[src/rtl/dl_ram_arbiter_if.sv]
// Bus bundle between the download/CPU side and the arbiter, plus the external RAM port.
// The slave modport is the arbiter's view; master is the surrounding logic.
interface dl_ram_arbiter_if #(
   parameter int AW = 25
);
   logic          downloading;
   logic          dl_wr;
   logic [AW-1:0] dl_addr;
   logic [7:0]    dl_data;
   logic          cpu_req;
   logic          cpu_we;
   logic [AW-1:0] cpu_addr;
   logic [7:0]    cpu_din;
   logic [7:0]    cpu_dout;
   logic          cpu_ack;
   logic [AW-1:0] ram_addr;
   logic [7:0]    ram_dout;
   logic [7:0]    ram_din;
   logic          ram_we;
   logic          ram_oe;
   logic          dl_busy;
   logic          dl_overflow;

   modport slave (
      input  downloading, dl_wr, dl_addr, dl_data,
      input  cpu_req, cpu_we, cpu_addr, cpu_din, ram_din,
      output cpu_dout, cpu_ack, ram_addr, ram_dout, ram_we, ram_oe,
      output dl_busy, dl_overflow
   );

   modport master (
      output downloading, dl_wr, dl_addr, dl_data,
      output cpu_req, cpu_we, cpu_addr, cpu_din, ram_din,
      input  cpu_dout, cpu_ack, ram_addr, ram_dout, ram_we, ram_oe,
      input  dl_busy, dl_overflow
   );
endinterface

[src/rtl/dl_ram_arbiter.sv]
// Buffers download byte writes in a small FIFO and merges them with CPU accesses onto
// one fixed-latency RAM port; queued download writes always win over the CPU.
module dl_ram_arbiter #(
   parameter int AW            = 25,
   parameter int FIFO_DEPTH    = 4,
   parameter int ACCESS_CYCLES = 2
) (
   input  logic             clk,
   input  logic             reset,
   dl_ram_arbiter_if.slave  bus
);
   localparam int PW = $clog2(FIFO_DEPTH);
   localparam int CW = (ACCESS_CYCLES > 1) ? $clog2(ACCESS_CYCLES) : 1;
   localparam logic [PW:0]   LVL_FULL = (PW+1)'(FIFO_DEPTH);
   localparam logic [CW-1:0] CNT_LOAD = CW'(ACCESS_CYCLES - 1);

   // IDLE: choose next access | DLW: download write on RAM | CPU: CPU access on RAM
   typedef enum logic [1:0] {IDLE, DLW, CPU} state_t;

   state_t        state_q;
   logic [CW-1:0] cnt_q;
   logic [AW+7:0] mem_q [FIFO_DEPTH];
   logic [PW-1:0] wr_ptr_q, rd_ptr_q;
   logic [PW:0]   level_q, level_d;
   logic          overflow_q, downloading_q;
   logic [AW-1:0] ram_addr_q;
   logic [7:0]    ram_dout_q, cpu_dout_q;
   logic          ram_we_q, ram_oe_q, cpu_ack_q;
   logic          full, empty, push, pop;
   logic [AW+7:0] head;

   assign full  = (level_q == LVL_FULL);
   assign empty = (level_q == '0);
   assign push  = bus.dl_wr && !full;
   assign pop   = (state_q == IDLE) && !empty;
   assign head  = mem_q[rd_ptr_q];

   always_comb begin
      level_d = level_q;
      if (push && !pop)
         level_d = level_q + (PW+1)'(1);
      else if (pop && !push)
         level_d = level_q - (PW+1)'(1);
   end

   always_ff @(posedge clk or posedge reset) begin
      if (reset) begin
         wr_ptr_q      <= '0;
         rd_ptr_q      <= '0;
         level_q       <= '0;
         overflow_q    <= 1'b0;
         downloading_q <= 1'b0;
      end else begin
         downloading_q <= bus.downloading;
         level_q       <= level_d;
         if (push)
            wr_ptr_q <= wr_ptr_q + PW'(1);
         if (pop)
            rd_ptr_q <= rd_ptr_q + PW'(1);
         if (bus.dl_wr && full)
            overflow_q <= 1'b1;
         else if (bus.downloading && !downloading_q)
            overflow_q <= 1'b0;
      end
   end

   always_ff @(posedge clk) begin
      if (push)
         mem_q[wr_ptr_q] <= {bus.dl_addr, bus.dl_data};
   end

   // A dl_wr arriving this very edge defers the CPU so the download keeps strict priority.
   always_ff @(posedge clk or posedge reset) begin
      if (reset) begin
         state_q    <= IDLE;
         cnt_q      <= '0;
         ram_addr_q <= '0;
         ram_dout_q <= '0;
         ram_we_q   <= 1'b0;
         ram_oe_q   <= 1'b0;
         cpu_ack_q  <= 1'b0;
         cpu_dout_q <= '0;
      end else begin
         cpu_ack_q <= 1'b0;
         case (state_q)
            IDLE: begin
               if (!empty) begin
                  state_q    <= DLW;
                  ram_addr_q <= head[AW+7:8];
                  ram_dout_q <= head[7:0];
                  ram_we_q   <= 1'b1;
                  cnt_q      <= CNT_LOAD;
               end else if (bus.cpu_req && !cpu_ack_q && !bus.dl_wr) begin
                  state_q    <= CPU;
                  ram_addr_q <= bus.cpu_addr;
                  ram_dout_q <= bus.cpu_din;
                  ram_we_q   <= bus.cpu_we;
                  ram_oe_q   <= !bus.cpu_we;
                  cnt_q      <= CNT_LOAD;
               end
            end
            DLW, CPU: begin
               if (cnt_q != '0) begin
                  cnt_q <= cnt_q - CW'(1);
               end else begin
                  ram_we_q <= 1'b0;
                  ram_oe_q <= 1'b0;
                  state_q  <= IDLE;
                  if (state_q == CPU) begin
                     cpu_ack_q <= 1'b1;
                     if (ram_oe_q)
                        cpu_dout_q <= bus.ram_din;
                  end
               end
            end
            default: state_q <= IDLE;
         endcase
      end
   end

   assign bus.ram_addr    = ram_addr_q;
   assign bus.ram_dout    = ram_dout_q;
   assign bus.ram_we      = ram_we_q;
   assign bus.ram_oe      = ram_oe_q;
   assign bus.cpu_ack     = cpu_ack_q;
   assign bus.cpu_dout    = cpu_dout_q;
   assign bus.dl_overflow = overflow_q;
   assign bus.dl_busy     = bus.downloading || !empty || (state_q == DLW);
endmodule

[src/flat_wrapper.sv]
// flat-port wrapper written by rule: the top's interface ports become plain ports
module dl_ram_arbiter_flat 
#(
   parameter int AW            = 25,
   parameter int FIFO_DEPTH    = 4,
   parameter int ACCESS_CYCLES = 2
)
  (clk, reset, bus_downloading, bus_dl_wr, bus_dl_addr, bus_dl_data, bus_cpu_req, bus_cpu_we, bus_cpu_addr, bus_cpu_din, bus_ram_din, bus_cpu_dout, bus_cpu_ack, bus_ram_addr, bus_ram_dout, bus_ram_we, bus_ram_oe, bus_dl_busy, bus_dl_overflow);
  dl_ram_arbiter_if #(.AW(AW)) bus_i ();
  input  logic clk;
  input  logic reset;
  input wire logic [$bits(bus_i.downloading)-1:0] bus_downloading;
  input wire logic [$bits(bus_i.dl_wr)-1:0] bus_dl_wr;
  input wire logic [$bits(bus_i.dl_addr)-1:0] bus_dl_addr;
  input wire logic [$bits(bus_i.dl_data)-1:0] bus_dl_data;
  input wire logic [$bits(bus_i.cpu_req)-1:0] bus_cpu_req;
  input wire logic [$bits(bus_i.cpu_we)-1:0] bus_cpu_we;
  input wire logic [$bits(bus_i.cpu_addr)-1:0] bus_cpu_addr;
  input wire logic [$bits(bus_i.cpu_din)-1:0] bus_cpu_din;
  input wire logic [$bits(bus_i.ram_din)-1:0] bus_ram_din;
  output wire logic [$bits(bus_i.cpu_dout)-1:0] bus_cpu_dout;
  output wire logic [$bits(bus_i.cpu_ack)-1:0] bus_cpu_ack;
  output wire logic [$bits(bus_i.ram_addr)-1:0] bus_ram_addr;
  output wire logic [$bits(bus_i.ram_dout)-1:0] bus_ram_dout;
  output wire logic [$bits(bus_i.ram_we)-1:0] bus_ram_we;
  output wire logic [$bits(bus_i.ram_oe)-1:0] bus_ram_oe;
  output wire logic [$bits(bus_i.dl_busy)-1:0] bus_dl_busy;
  output wire logic [$bits(bus_i.dl_overflow)-1:0] bus_dl_overflow;
  assign bus_i.downloading = bus_downloading;
  assign bus_i.dl_wr = bus_dl_wr;
  assign bus_i.dl_addr = bus_dl_addr;
  assign bus_i.dl_data = bus_dl_data;
  assign bus_i.cpu_req = bus_cpu_req;
  assign bus_i.cpu_we = bus_cpu_we;
  assign bus_i.cpu_addr = bus_cpu_addr;
  assign bus_i.cpu_din = bus_cpu_din;
  assign bus_i.ram_din = bus_ram_din;
  assign bus_cpu_dout = bus_i.cpu_dout;
  assign bus_cpu_ack = bus_i.cpu_ack;
  assign bus_ram_addr = bus_i.ram_addr;
  assign bus_ram_dout = bus_i.ram_dout;
  assign bus_ram_we = bus_i.ram_we;
  assign bus_ram_oe = bus_i.ram_oe;
  assign bus_dl_busy = bus_i.dl_busy;
  assign bus_dl_overflow = bus_i.dl_overflow;
  dl_ram_arbiter #(.AW(AW), .FIFO_DEPTH(FIFO_DEPTH), .ACCESS_CYCLES(ACCESS_CYCLES)) u_core (.clk(clk), .reset(reset), .bus(bus_i));
endmodule
[config.mk]
export PLATFORM = sky130hd
export DESIGN_NAME = dl_ram_arbiter_flat
export DESIGN_NICKNAME = d
export VERILOG_FILES = /design/src/rtl/dl_ram_arbiter_if.sv /design/src/rtl/dl_ram_arbiter.sv /design/src/flat_wrapper.sv
export SDC_FILE = /design/constraint.sdc
export NUM_CORES = 1
export LEC_CHECK = 0
export CAP_MARGIN = 40
export CORE_ASPECT_RATIO = 0.7
export CORE_MARGIN = 2
export CORE_UTILIZATION = 50
export CTS_BUF_LIST = sky130_fd_sc_hd__clkbuf_4
export DETAILED_ROUTE_END_ITERATION = 12
export PLACE_DENSITY = 0.76
export SETUP_SLACK_MARGIN = 0.3
export SLEW_MARGIN = 20
export SYNTH_ARGS = -nofsm -noshare
export SYNTH_HDL_FRONTEND = slang
export SYNTH_SLANG_ARGS = --single-unit
[constraint.sdc]
create_clock -name clk -period 2.7 [get_ports clk]
set_clock_uncertainty 0.05 [all_clocks]
set_input_delay 0.54 -clock clk [delete_from_list [all_inputs] [get_ports clk]]
set_output_delay 0.54 -clock clk [all_outputs]
set_load 0.05 [all_outputs]
==> summary.txt <==
CTS
  – Clock root buffer: sky130_fd_sc_hd__clkbuf_4
  – CTS tree: done
  – Inserted Clock Buffers: 17
  – Number of buffers inserted by hold repair at cts: 0
  – Maximum level of the CTS H-tree: 4
  – Clock transition at path regs: 0.15 ns
  – Worst-Skew Late Latency: 0.55 ns
  – Sinks on the clock net: 188
  – Number of buffers on the longest clock path: 2

Global route
  – Wire length of the first global-routing pass: 24560 µm
  – Aggregate global routing overflow: 0
  – Met2 usage: 0.3357
  – Maximum number of pins on one net before global-route repair: 57
  – GR met1 Demand/Resource: 0.2790
  – Grt met3 use: 0.05830
  – Number of global-route vias before repair: 4647
  – Initial antenna violation count: 0
  – Busiest grt layer: met2
  – GR Util All Layers: 0.2072

Cells and area
  – Number of standard cells in the final layout excluding fillers: 796
  – Proportion of layout cells with a drive suffix above 1: 0.1897
  – Layout Area Growth over Synthesis: 25.67%
  – Highest-count cells in the layout ignoring fill and taps: 132 x sky130_fd_sc_hd__edfxtp_1, 89 x sky130_fd_sc_hd__clkdlybuf4s50_1, 51 x sky130_fd_sc_hd__dfrtp_1
  – Post-layout net count: 678
  – Diodes inserted: 0
  – Most common cell after layout, fill and taps aside: sky130_fd_sc_hd__edfxtp_1
  – Total of fill cells in the finished design: 1024

Yosys
  – Sequential share of the synthesized area: 0.7101
  – Share of the synthesized area in compound gates (AO/OA/AOI/OAI): 0.05332
  – Synth Area in XOR/XNOR: 0.006955
  – Yosys reg bits: 188
  – Synth Net Count: 542
  – Simple-gate area share of the yosys netlist: 0.05547
  – Number of enable flip-flop cells after synthesis: 132
  – Synthesized netlist cell count: 452
  – Count of cell types in the netlist: 39
  – Multiplexer share of the synthesized area: 0.1146
  – Adder-cell share of the synthesized area: 0.01755
  – Syn_area_per_cell: 16.72 µm²
  – Post-Syn Area: 0.007556 mm²
  – Proportion of register bits with asynchronous set or reset after synthesis: 0.2979
  – Syn. warnings: 0
  – Largest family of logic cells by synthesized area: multiplexers
  – Prevailing post-synth register cell: sky130_fd_sc_hd__edfxtp_1

Floorplanning
  – Effective utilization at floorplan: 0.5133
  – Floorplan die area: 0.01613 mm²
  – Count of pins on the block boundary: 126
  – Floorplan Core Area: 0.01472 mm²
  – Die Y: 106.9 µm
  – Die Wd: 150.9 µm
  – Std-Cell Rows: 37

Setup path
  – Critical path launch point type: flip-flop
  – Crit-path slowest cell: sky130_fd_sc_hd__dfrtp_2
  – Type of the setup path with the least slack: flip-flop to output port
  – Ordered list of cells on the worst path: or3_4 > or3_4 > buf_6
  – Maximum fanout count along the critical path: 2
  – Most Frequent Cell on Critical Path: sky130_fd_sc_hd__or3_4
  – Data required time at the worst endpoint: 2.11 ns
  – Nature of the critical path endpoint: output port
  – Slowest Stage Delay on Critical Path: 0.44 ns
  – Data arrival time of the critical path: 1.86 ns

Route
  – Initial detailed-routing violation count: 303
  – Total number of vias: 4478
  – Antenna viol nets, final: 0
  – Drt first pass iters: 5
  – Wire length per cell: 20.19 µm
  – DRC: 0
  – Post-DR vias/cell: 5.626
  – Wirelength, routed: 16070 µm

Pwr
  – Switch share: 0.3990
  – Sequential share of power: 0.399
  – Power per cell area: 1129 mW/mm²
  – P_int: 6442 µW
  – Combinational share of power: 0.456
  – Static Leakage: 0.003654 µW
  – Total net switching power: 4276 µW
  – Power share of the clock group: 0.145
  – Worst vdd ir: 0.6768 mV

STA
  – Setup ws final: 0.2462 ns
  – Total Neg Setup Slack: 0 ns
  – Post-route minimum period: 2.454 ns
  – RSZ-0062 raised after global routing: yes
  – Measured slew at the worst slew-check pin: 0.6468 ns
  – Fin. Hold Viols: 0
  – Number of slew-limit violations in the final report: 0
  – Part of the cycle the worst path needs: 0.9088
  – Final count of negative-setup-slack endpoints: 0
  – Max-Slew Margin vs Limit: 0.5679
  – Maximum clock frequency: 407.5 MHz

Place
  – Quantity of I/O buffers inserted on ports: 125
  – Final HPWL from detailed placement: 10150 µm
  – Routability congestion estimate from global placement: 0.7532
  – Pre-CTS setup slack: 0.1230 ns
  – Placed instance count: 761

Flow run
  – Maximum Capacitance Violations: 0

Run status
  – Status: completed

Min path
  – Kind of path behind the tightest hold check: input port to asynchronous set/reset pin
==> worst paths after layout <==
kind / startpoint / end / slack (ns) / depth (start not counted)
worst max-delay path: u_core.level_q[0] / bus_dl_busy / 0.25 / 3
worst min-delay path: reset / u_core.bus.ram_oe / 0.30 / 3
worst min register to register: u_core.bus.dl_overflow / u_core.bus.dl_overflow / 0.48 / 1
min in group clk: bus_downloading / u_core.downloading_q / 0.44 / 1
worst max register to register: u_core.level_q[0] / u_core.level_q[2] / 0.54 / 8
max in group asynchronous: reset / u_core.rd_ptr_q[0] / 2.01 / 3
==> metal layers <==
metal	up-vias	wire [µm]
met3	14	1309
met2	183	7768
met4	0	148
met1	2281	6846
li1	2000	-
met5	-	0
==> flip-flops by register name (all words and copies together), names as in the netlist <==
register	count
u_core.bus.cpu_ack	1
u_core.bus.cpu_dout	8
u_core.bus.dl_overflow	1
u_core.bus.ram_addr	25
u_core.bus.ram_dout	8
u_core.bus.ram_oe	1
u_core.bus.ram_we	1
u_core.cnt_q	1
u_core.downloading_q	1
u_core.level_q	3
u_core.mem_q	132
u_core.rd_ptr_q	2
u_core.state_q	2
u_core.wr_ptr_q	2
==> worst max-delay path, delay by kind of cell, from the launching register on <==
| family | cells | cell delay [ns] |
|---|---|---|
| buf+inv | 1 | 0.16 |
| flops | 1 | 0.44 |
| simple gates | 2 | 0.72 |
==> timing repair <==
action	in CTS	in global routing
setup endpoints to repair	5	32
gates resized for setup	9	31
cloned	0	0
setup buffers	3	0
==> power groups by stage <==
| stage | logic (µW) | clock network (µW) | registers, µW |
|---|---|---|---|
| finish | 4880 | 1550 | 4280 |
| global route | 5280 | 1690 | 4370 |
| CTS | 4950 | 1590 | 4290 |
| detailed placement | 4870 | 0 | 4400 |
| global placement | 4670 | 0 | 4400 |
| floorplan | 2410 | 0 | 5290 |
==> cells in the mapped netlist (all sizes together) (2+ instances only) <==
| cell | number | area (µm²) |
|---|---|---|
| edfxtp | 132 | 3964 |
| dfrtp | 56 | 1401 |
| inv | 41 | 153.9 |
| nor2 | 38 | 142.6 |
| nor3 | 34 | 170.2 |
| a221oi | 33 | 289.0 |
| mux4 | 33 | 743.2 |
| buf | 24 | 145.1 |
| mux2 | 10 | 112.6 |
| ha | 9 | 112.6 |
| and2 | 5 | 31.28 |
| clkbuf | 5 | 18.77 |
| xnor2 | 4 | 35.03 |
| nand3 | 3 | 15.01 |
| a21oi | 2 | 10.01 |
| nor3b | 2 | 15.01 |
| o21ai | 2 | 13.76 |
| or3 | 2 | 17.52 |
| xor2 | 2 | 17.52 |
==> per-stage QoR <==
step	utilization	total power, µW	hold WS (ns)	instance area, µm²
after global placement	0.6159	9074	0.4335	9067
final	0.6450	10720	0.2953	9495
after detailed placement	0.6178	9263	0.4382	9095
after floorplan	-	7701	0.4529	7556
after global routing	0.6450	11330	0.2994	9495
after CTS	0.6397	10830	0.2818	9418
==> cell families (layout without fill, tap and decap cells) <==
kind of cell	count (synthesis)	in the layout
AO/OA/AOI/OAI	46	46
flip-flops	188	188
multiplexers	44	44
buffers and inverters	70	219
adder cells (fa/ha/maj)	10	10
XOR/XNOR	6	6
AND/OR/NAND/NOR	88	88
==> final cells by class <==
| cell class | count | area [µm²] | share of cell area |
|---|---|---|---|
| well taps | 195 | 244.0 | 0.02570 |
| flip-flops and latches | 188 | 5371 | 0.5657 |
| repair buffers | 146 | 1540 | 0.1622 |
| clock buffers | 18 | 135.1 | 0.01423 |
| clock inverters | 14 | 157.7 | 0.01660 |
| multi-input cells | 194 | 1893 | 0.1994 |
| inverters | 41 | 153.9 | 0.01621 |
No activity file was read; power rests on OpenSTA's default activity.
